## src/rtl/lcd_pkg.sv

```systemverilog
// Shared types and opcodes for the HD44780-style 4-bit bus receiver.
package lcd_pkg;

  // Receiver phase: 8-bit power-on mode, waiting for high nibble, high nibble held
  typedef enum logic [1:0] {
    MODE8 = 2'd0,
    HI    = 2'd1,
    LO    = 2'd2
  } lcd_state_t;

  localparam logic [7:0] CMD_CLEAR = 8'h01;
  localparam logic [7:0] CMD_HOME  = 8'h02;
  localparam logic [7:0] CMD_SETDD = 8'h80;
  localparam logic [3:0] FUNC_4BIT = 4'h2;

  // Return-home ignores bit 0, so both 0x02 and 0x03 qualify
  function automatic logic is_home(input logic [7:0] cmd);
    return cmd[7:1] == CMD_HOME[7:1];
  endfunction

endpackage

```

## src/rtl/lcd_bus_sync.sv

```systemverilog
// Synchroniser for the eight LCD bus lines plus the qualified e falling-edge detector.
module lcd_bus_sync #(
  parameter int SYNC_STAGES = 2
) (
  input  logic       clk,
  input  logic       rst,
  input  logic [7:0] bus,       // {sf_e, e, rs, rw, d, c, b, a}
  output logic       rs_sync,
  output logic       rw_sync,
  output logic [3:0] nib_sync,
  output logic       fall        // synced e went 1->0 while synced sf_e=1
);

  logic [7:0] chain [SYNC_STAGES+1];
  logic [7:0] synced;
  logic       e_prev_reg;

  assign chain[0] = bus;

  genvar gi;
  generate
    for (gi = 0; gi < SYNC_STAGES; gi++) begin : g_stage
      logic [7:0] q_reg;
      // One synchroniser rank for all eight lines
      always_ff @(posedge clk or posedge rst) begin
        if (rst) q_reg <= '0;
        else     q_reg <= chain[gi];
      end
      assign chain[gi+1] = q_reg;
    end
  endgenerate

  assign synced = chain[SYNC_STAGES];

  // Remember the previous synced e level for edge detection
  always_ff @(posedge clk or posedge rst) begin
    if (rst) e_prev_reg <= 1'b0;
    else     e_prev_reg <= synced[6];
  end

  assign fall     = e_prev_reg & ~synced[6] & synced[7];
  assign rs_sync  = synced[5];
  assign rw_sync  = synced[4];
  assign nib_sync = synced[3:0];

endmodule

```

## src/rtl/lcd_nibble_rx.sv

```systemverilog
// Receiving end of the 4-bit character-LCD bus: mode switch, nibble assembly,
// DDRAM address tracking, busy model and busy/address read-back.
module lcd_nibble_rx #(
  parameter int SYNC_STAGES  = 2,
  parameter int AW           = 7,
  parameter int BUSY_CYC     = 2000,
  parameter int CLR_BUSY_CYC = 80000
) (
  input  logic          clk,
  input  logic          rst,
  input  logic          sf_e,
  input  logic          e,
  input  logic          rs,
  input  logic          rw,
  input  logic          d,
  input  logic          c,
  input  logic          b,
  input  logic          a,
  output logic          byte_valid,
  output logic          byte_rs,
  output logic [7:0]    byte_data,
  output logic          mode4,
  output logic          busy,
  output logic [AW-1:0] ddram_addr,
  output logic [3:0]    rd_nibble,
  output logic          err_pulse
);
  import lcd_pkg::*;

  localparam int CNT_MAX = (CLR_BUSY_CYC > BUSY_CYC) ? CLR_BUSY_CYC : BUSY_CYC;
  localparam int CW      = $clog2(CNT_MAX + 1);
  localparam logic [CW-1:0] BUSY_LOAD = CW'(BUSY_CYC);
  localparam logic [CW-1:0] CLR_LOAD  = CW'(CLR_BUSY_CYC);

  logic          s_rs, s_rw, fall;
  logic [3:0]    s_nib;

  lcd_state_t    state_reg, state_next;
  logic [3:0]    hi_nib_reg, hi_nib_next;
  logic          hi_rs_reg, hi_rs_next;
  logic          hi_rw_reg, hi_rw_next;
  logic          mode4_reg, mode4_next;
  logic [AW-1:0] addr_reg, addr_next;
  logic [CW-1:0] cnt_reg, cnt_next;
  logic          valid_reg, brs_reg, err_reg, err_next;
  logic [7:0]    bdata_reg;
  logic          wr_fire, wr_rs;
  logic [7:0]    wr_byte;

  lcd_bus_sync #(.SYNC_STAGES(SYNC_STAGES)) u_sync (
    .clk      (clk),
    .rst      (rst),
    .bus      ({sf_e, e, rs, rw, d, c, b, a}),
    .rs_sync  (s_rs),
    .rw_sync  (s_rw),
    .nib_sync (s_nib),
    .fall     (fall)
  );

  assign busy       = (cnt_reg != '0);
  assign mode4      = mode4_reg;
  assign ddram_addr = addr_reg;
  assign byte_valid = valid_reg;
  assign byte_rs    = brs_reg;
  assign byte_data  = bdata_reg;
  assign err_pulse  = err_reg;

  // Register all receiver state and the registered output pulses
  always_ff @(posedge clk or posedge rst) begin
    if (rst) begin
      state_reg  <= MODE8;
      hi_nib_reg <= 4'h0;
      hi_rs_reg  <= 1'b0;
      hi_rw_reg  <= 1'b0;
      mode4_reg  <= 1'b0;
      addr_reg   <= '0;
      cnt_reg    <= '0;
      valid_reg  <= 1'b0;
      brs_reg    <= 1'b0;
      bdata_reg  <= 8'h00;
      err_reg    <= 1'b0;
    end else begin
      state_reg  <= state_next;
      hi_nib_reg <= hi_nib_next;
      hi_rs_reg  <= hi_rs_next;
      hi_rw_reg  <= hi_rw_next;
      mode4_reg  <= mode4_next;
      addr_reg   <= addr_next;
      cnt_reg    <= cnt_next;
      valid_reg  <= wr_fire;
      err_reg    <= err_next;
      if (wr_fire) begin
        brs_reg   <= wr_rs;
        bdata_reg <= wr_byte;
      end
    end
  end

  // Nibble FSM: decide whether a complete write byte is produced on this strobe
  always_comb begin
    state_next  = state_reg;
    hi_nib_next = hi_nib_reg;
    hi_rs_next  = hi_rs_reg;
    hi_rw_next  = hi_rw_reg;
    mode4_next  = mode4_reg;
    wr_fire     = 1'b0;
    wr_byte     = 8'h00;
    wr_rs       = 1'b0;
    err_next    = 1'b0;
    if (fall) begin
      case (state_reg)
        MODE8: begin
          // Reads in 8-bit mode carry nothing the model answers
          if (!s_rw) begin
            wr_fire = 1'b1;
            wr_byte = {s_nib, 4'h0};
            wr_rs   = s_rs;
            if (!s_rs && s_nib == FUNC_4BIT) begin
              mode4_next = 1'b1;
              state_next = HI;
            end
          end
        end
        HI: begin
          hi_nib_next = s_nib;
          hi_rs_next  = s_rs;
          hi_rw_next  = s_rw;
          state_next  = LO;
        end
        LO: begin
          state_next = HI;
          if (s_rs != hi_rs_reg || s_rw != hi_rw_reg) begin
            err_next = 1'b1;
          end else if (!s_rw) begin
            wr_fire = 1'b1;
            wr_byte = {hi_nib_reg, s_nib};
            wr_rs   = s_rs;
          end
        end
        default: state_next = MODE8;
      endcase
    end
    if (wr_fire && busy) err_next = 1'b1;
  end

  // Byte decode: address counter update and busy counter reload/countdown
  always_comb begin
    addr_next = addr_reg;
    cnt_next  = busy ? cnt_reg - CW'(1) : cnt_reg;
    if (wr_fire) begin
      cnt_next = BUSY_LOAD;
      if (wr_rs) begin
        addr_next = addr_reg + AW'(1);
      end else if (wr_byte == CMD_CLEAR || is_home(wr_byte)) begin
        addr_next = '0;
        cnt_next  = CLR_LOAD;
      end else if ((wr_byte & CMD_SETDD) != 8'h00) begin
        addr_next = AW'(wr_byte[6:0]);
      end
    end
  end

  // Read-back nibble: busy flag plus address high bits, then address low bits
  always_comb begin
    rd_nibble = 4'h0;
    case (state_reg)
      HI:      rd_nibble = {busy, addr_reg[AW-1:AW-3]};
      LO:      rd_nibble = addr_reg[3:0];
      default: rd_nibble = 4'h0;
    endcase
  end

endmodule

```

## config.mk

```make
export PLATFORM = sky130hd
export DESIGN_NAME = lcd_nibble_rx
export DESIGN_NICKNAME = d
export VERILOG_FILES = /design/src/rtl/lcd_pkg.sv /design/src/rtl/lcd_bus_sync.sv /design/src/rtl/lcd_nibble_rx.sv
export SDC_FILE = /design/constraint.sdc
export NUM_CORES = 1
export LEC_CHECK = 0
export CORE_ASPECT_RATIO = 0.9
export CORE_MARGIN = 2
export CORE_UTILIZATION = 60
export DETAILED_ROUTE_END_ITERATION = 6
export GPL_ROUTABILITY_DRIVEN = 0
export PLACE_DENSITY = 0.91
export SYNTH_ARGS = -nofsm -noshare
export SYNTH_HDL_FRONTEND = slang
export SYNTH_SLANG_ARGS = --single-unit
```

## constraint.sdc

```tcl
create_clock -name clk -period 5.6 [get_ports clk]
set_input_delay 1.68 -clock clk [delete_from_list [all_inputs] [get_ports clk]]
set_output_delay 1.68 -clock clk [all_outputs]
set_load 0.005 [all_outputs]
```

==> After elaboration in Yosys (flattened, before gate mapping) <==
Cells that the tools add are included.
{ "word_totals": {"register_bits": 61, "input_bits": 10, "output_inout_bits": 24, "word_cells": 70} }
{ "classes": {"add_sub_neg": 2, "eq_ne": 9, "n_mux": 28, "bitwise": 4, "n_reduce_logical": 13} }
{ "op_table": {"columns": ["op", "count"], "rows": [
  ["2-to-1 mux 17 bit", 4],
  ["2-to-1 mux 8 bit", 4],
  ["2-to-1 mux 7 bit", 3],
  ["nonzero test 17 bit", 1],
  ["subtractor 17 x 1 -> 17 bit, second input constant", 1],
  ["case mux 8 bit (2 select lines)", 1],
  ["2-to-1 mux 1 bit", 10],
  ["equality test 8 x 1 -> 1 bit, second input constant", 1],
  ["case mux 4 bit (2 select lines)", 1],
  ["adder 7 x 1 -> 7 bit, second input constant", 1],
  ["equality test 7 x 1 -> 1 bit, second input constant", 1],
  ["case mux 2 bit (3 select lines)", 1],
  ["equality test 4 x 2 -> 1 bit, second input constant", 1],
  ["2-to-1 mux 2 bit", 2],
  ["inequality test 2 bit, second input constant", 2],
  ["case mux 1 bit (2 select lines)", 2],
  ["AND reduction 2 bit", 2],
  ["AND reduction 4 bit", 1],
  ["AND reduction 3 bit", 1],
  ["nonzero test 3 bit", 1],
  ["bitwise AND 1 bit", 2],
  ["equality test 2 x 1 -> 1 bit, second input constant", 1],
  ["equality test 2 bit, second input constant", 1],
  ["logical AND 1 bit", 2],
  ["6 further kinds", 9]
]} }

==> Depth between registers and ports, before layout <==
{ "depth": {"ltp_word": 10, "depth_mapped": 9, "mapped_depth_nobuf": 8} }

==> Cells and area by module <==
From an unflattened synthesis, not the netlist that was laid out.
{ "unflattened": {"hier_cells": 274, "area_unflattened_um2": 2860.2} }
{ "modules_own_cells": {"columns": ["module", "n_inst", "cells_each", "area_per_inst_um2"], "rows": [
  ["lcd_nibble_rx", 1, 251, 2392.3],
  ["lcd_bus_sync", 1, 23, 467.9]
]} }

==> Worst setup path before layout <==
No wires, ideal clock.
{ "synth_path": {"path_kind": "register to output", "from": "register cnt_reg[11]", "to": "output port rd_nibble[3]", "t_arrival_ps": 1781, "required_time_ps": 3920, "setup_slack_ps": 2139, "path_stages_with_launch": 7, "path_buffers": 0, "cell_sequence": "dfrtp_1 -> or4_1 -> or3_4 -> nor2_4 -> inv_2 -> a22oi_1 -> nor2b_1"} }
{ "synth_via": {"elab_chain_len": 2} }
{ "synth_lines": {"columns": ["item", "line_no", "text"], "rows": [
  ["start: declaration", "lcd_nibble_rx.sv:44", "logic [CW-1:0] cnt_reg, cnt_next;"],
  ["start signal: assignment", "lcd_nibble_rx.sv:89", "cnt_reg <= cnt_next;"],
  ["nonzero test 17 bit", "lcd_nibble_rx.sv:60", "assign busy = (cnt_reg != '0);"],
  ["net busy", "lcd_nibble_rx.sv:23", "output logic busy,"],
  ["case mux 4 bit (2 select lines)", "lcd_nibble_rx.sv:166", "case (state_reg)"],
  ["end: declaration", "lcd_nibble_rx.sv:25", "output logic [3:0] rd_nibble,"]
]} }
The timed path passes the listed nets, and every way through them passes these cells.

==> Worst setup path after layout <==
{ "layout_path": {"from": "register cnt_reg[3]", "to": "output port rd_nibble[3]"} }
{ "layout_via": {"elab_chain_len": 2} }
{ "layout_lines": {"columns": ["item", "line_no"], "rows": [
  ["nonzero test 17 bit", "lcd_nibble_rx.sv:60"],
  ["case mux 4 bit (2 select lines)", "lcd_nibble_rx.sv:166"]
]} }
No other way between the ends.

==> summary.txt <==
Synth
  • Cells after synthesis: 270
  • Seq cells post-synth: 61
  • Most common cell in the netlist: dfrtp_1
  • Mean Syn Cell Area: 11.0 µm²
  • Post-synth EDFFs: 0
  • Area leader, netlist: dfrtp_1
  • Post-synth cell types: 64
  • Synth warn: 0
  • Post-synth top cells: dfrtp_1 (61), nand2_1 (20), nor2_1 (19)
  • Syn_nets: 286
  • Ranking of synthesized cells by area: dfrtp_1 (51%), mux2_2 (2.7%), ha_1 (2.5%)
  • Seq/Total Area, Yosys: 0.515
  • Top cell type's share of synthesized area: 0.515
  • Primary FF master, synth: dfrtp_1
  • Async S/R FF share, synth: 1.00
  • Post-Synthesis Cell Area: 0.00297 mm²

Pwr
  • Max VDD drop: 0.000265 V
  • Power Density: 458 mW/mm²
  • Total Power: 0.00162 W
  • Leakage Power: 1.56 nW

Setup path
  • Worst r2r path cells: 6
  • CP max stage delay: approximately 500 ps
  • Reg2reg setup slack: 2430 ps
  • Top delay family on crit path: simple AND/OR/NAND/NOR gates
  • Crit-path max FO: 9
  • Setup CP Type: reg2out
  • CP startpoint kind: flop
  • RR Endpoint: ddram_addr[0]
  • Critical path cell sequence: nor3_1 -> nand4_1 -> nor2_4 -> inv_2 -> a22oi_1 -> nor2b_1 -> clkdlybuf4s50_1
  • Setup crit end kind: output port
  • Worst path bufs/invs: 2
  • FF-to-FF Start: u_sync.g_stage[1].q_reg[5]
  • Worst Path Required: 3920 ps
  • Slowest CP cell: nor3_1
  • Worst Path Arrival: 2770 ps

Route
  • Vias per cell: 6.32
  • Total number of vias: 2365
  • Routed WL per cell: roughly 18 µm
  • 1st-iter DRT viols: 258
  • Drt total wl: 6.55 mm
  • Routed Antenna Nets: 0
  • Drt drc: 0
  • Drt pass-1 iters: 5

Floorplan
  • Die area: 0.00552 mm²
  • IO Pins: 34
  • Rows: 24
  • Core Region: 0.00480 mm²
  • Die span in y: 70.7 µm
  • Die width: 78.1 µm
  • Initial Util: 0.617

Status
  • Status: finished, final reports clean

Timing
  • Post-layout min period: ~4500 ps
  • Fmax: 0.225 GHz
  • Hold_ws: 351 ps
  • Setup Skew: 8.44 ps
  • Fin worst setup slack: 1150 ps
  • Setup TNS: 0 ps
  • Final Hold Fails: 0
  • Final setup viols: 0
  • Post-route clock period utilization: 0.795
  • Slew @ Worst Pin: 826 ps
  • Slew HR: 0.448
  • RSZ-0062 raised after global routing: false
  • Final max-slew violation count: 0

Layout
  • Register area: 0.00153 mm²
  • Max reg flops: 17
  • Area of the multi-input gates: between 0.001 and 0.0015 mm²
  • Layout cells sized above 1: 0.117
  • Nets@finish: about 320
  • # diodes: 0
  • Area Overhead vs Synth: 19.5%
  • # fillers: 344

Placed design
  • # port buffers: 33
  • Hpwl dp: 4.44 mm
  • DP Worst Slack: 1590 ps

GRT
  • Remaining global-route overflow: 0
  • First-pass GRT wire length: ~11 mm
  • Gr usage total: 0.264
  • Largest net degree at the start of global routing: between 60 and 70
  • Vias in the first global route: 2335
  • Initial antenna violation count: 0

Clock network
  • CTS tree: built
  • CTS clock-pin slew for the worst setup and hold paths: 70 ps
  • CTS buffer count: 9
  • Hold_buf cts: 0
  • CTS root buf: clkbuf_8
  • Post-CTS setup buffers: 0
  • Clk_lat worst skew: 340 ps
  • CTS resizes: 0
  • Clock sinks: 61
  • CTS HTree Levels: 3
  • Clock Path Buffers: 2

Hold path
  • Hold_sp: u_sync.g_stage[0].q_reg[5]
  • Endpoint, Worst Hold: u_sync.g_stage[1].q_reg[5]
  • Hold path cells: 0
  • Hold crit path type: reg2reg

Job
  • Max-cap viol count: 0
[cell families (layout without fill, tap and decap cells)]
group                      count (synthesis)  in the layout  share of synthesized area
and+or+nand+nor                           93             93                      0.180
AOI/OAI and AO/OA                         64             64                      0.164
DFF                                       61             61                      0.515
buffers and inverters                     21             60                     0.0295
xor gates and xnor gates                  14             14                     0.0464
muxes                                     11             11                     0.0401
adders and majority gates                  6              6                     0.0253
[layout make-up]
| type | instances | share of cell area |
|---|---|---|
| sequential | 61 | 0.431 |
| multi-input combinational | 188 | 0.381 |
| timing repair buffer | 34 | 0.0953 |
| clock buffer | 11 | 0.0371 |
| tap | 65 | 0.0230 |
| clock inverter | 4 | 0.0208 |
| inverter | 11 | 0.0117 |
[per-stage QoR]
stage | std cells | utilization | cell area [µm²]
6_report | 374 | 0.738 | 3540
5_1_grt | 374 | 0.738 | 3540
4_1_cts | 374 | 0.738 | 3540
3_5_place_dp | 359 | 0.695 | 3340
3_3_place_gp | 359 | 0.695 | 3340
2_1_floorplan | 270 | - | 2970
[placed cells by master (no fill, tap or decap), drive strengths merged, types with 2 or more instances in the layout]
master	synthesis	layout
dfrtp	61	61
and2	3	3
and4	2	2
or4	3	3
nand2b	3	3
nand3	8	8
ha	6	6
a221o	2	2
mux2	7	7
and3	4	4
nor2	20	20
a21oi	10	10
inv	11	11
nor3	7	7
o211ai	3	3
o221a	2	2
clkbuf	6	11
xnor2	7	7
clkinv	0	2
nand2	20	20
nand4	3	3
nor2b	7	7
bufinv	0	2
o21ai	8	8
mux2i	4	4
a22oi	8	8
a22o	6	6
nor4	5	5
a21o	4	4
xor2	7	7
clkdlybuf4s50	0	33
a211o	2	2
a2111o	2	2
[how the worst max path moves through the flow]
stage | to | cells past startpoint | slack (ps) | start
finish | rd_nibble[3] | 7 | 1150 | cnt_reg[3]
detailed placement | rd_nibble[3] | 9 | 1590 | cnt_reg[0]
floorplan | rd_nibble[3] | 6 | 2140 | cnt_reg[11]
CTS | rd_nibble[3] | 7 | 1220 | cnt_reg[3]
global placement | rd_nibble[3] | 7 | 1650 | cnt_reg[11]
global route | rd_nibble[3] | 9 | 1020 | cnt_reg[0]
[where the power goes]
group	switching [W]	leakage [nW]	total (W)	internal [W]
combinational	0.000259	0.710	0.000535	0.000276
clock	0.000160	0.103	0.000408	0.000248
sequential	0.000121	0.748	0.000679	0.000558
total	0.000540	1.56	0.00162	0.00108
[per-layer routing]
| metal | track usage | vias up | part of all wire |
|---|---|---|---|
| met5 | 0 | - | 0 |
| met1 | 0.354 | 1157 | 0.44 |
| met3 | 0.0842 | 16 | 0.076 |
| met2 | 0.401 | 124 | 0.46 |
| met4 | 0.115 | 0 | 0.018 |
| li1 | - | 1068 | - |
Note: power is estimated with default switching activity, not from simulation.
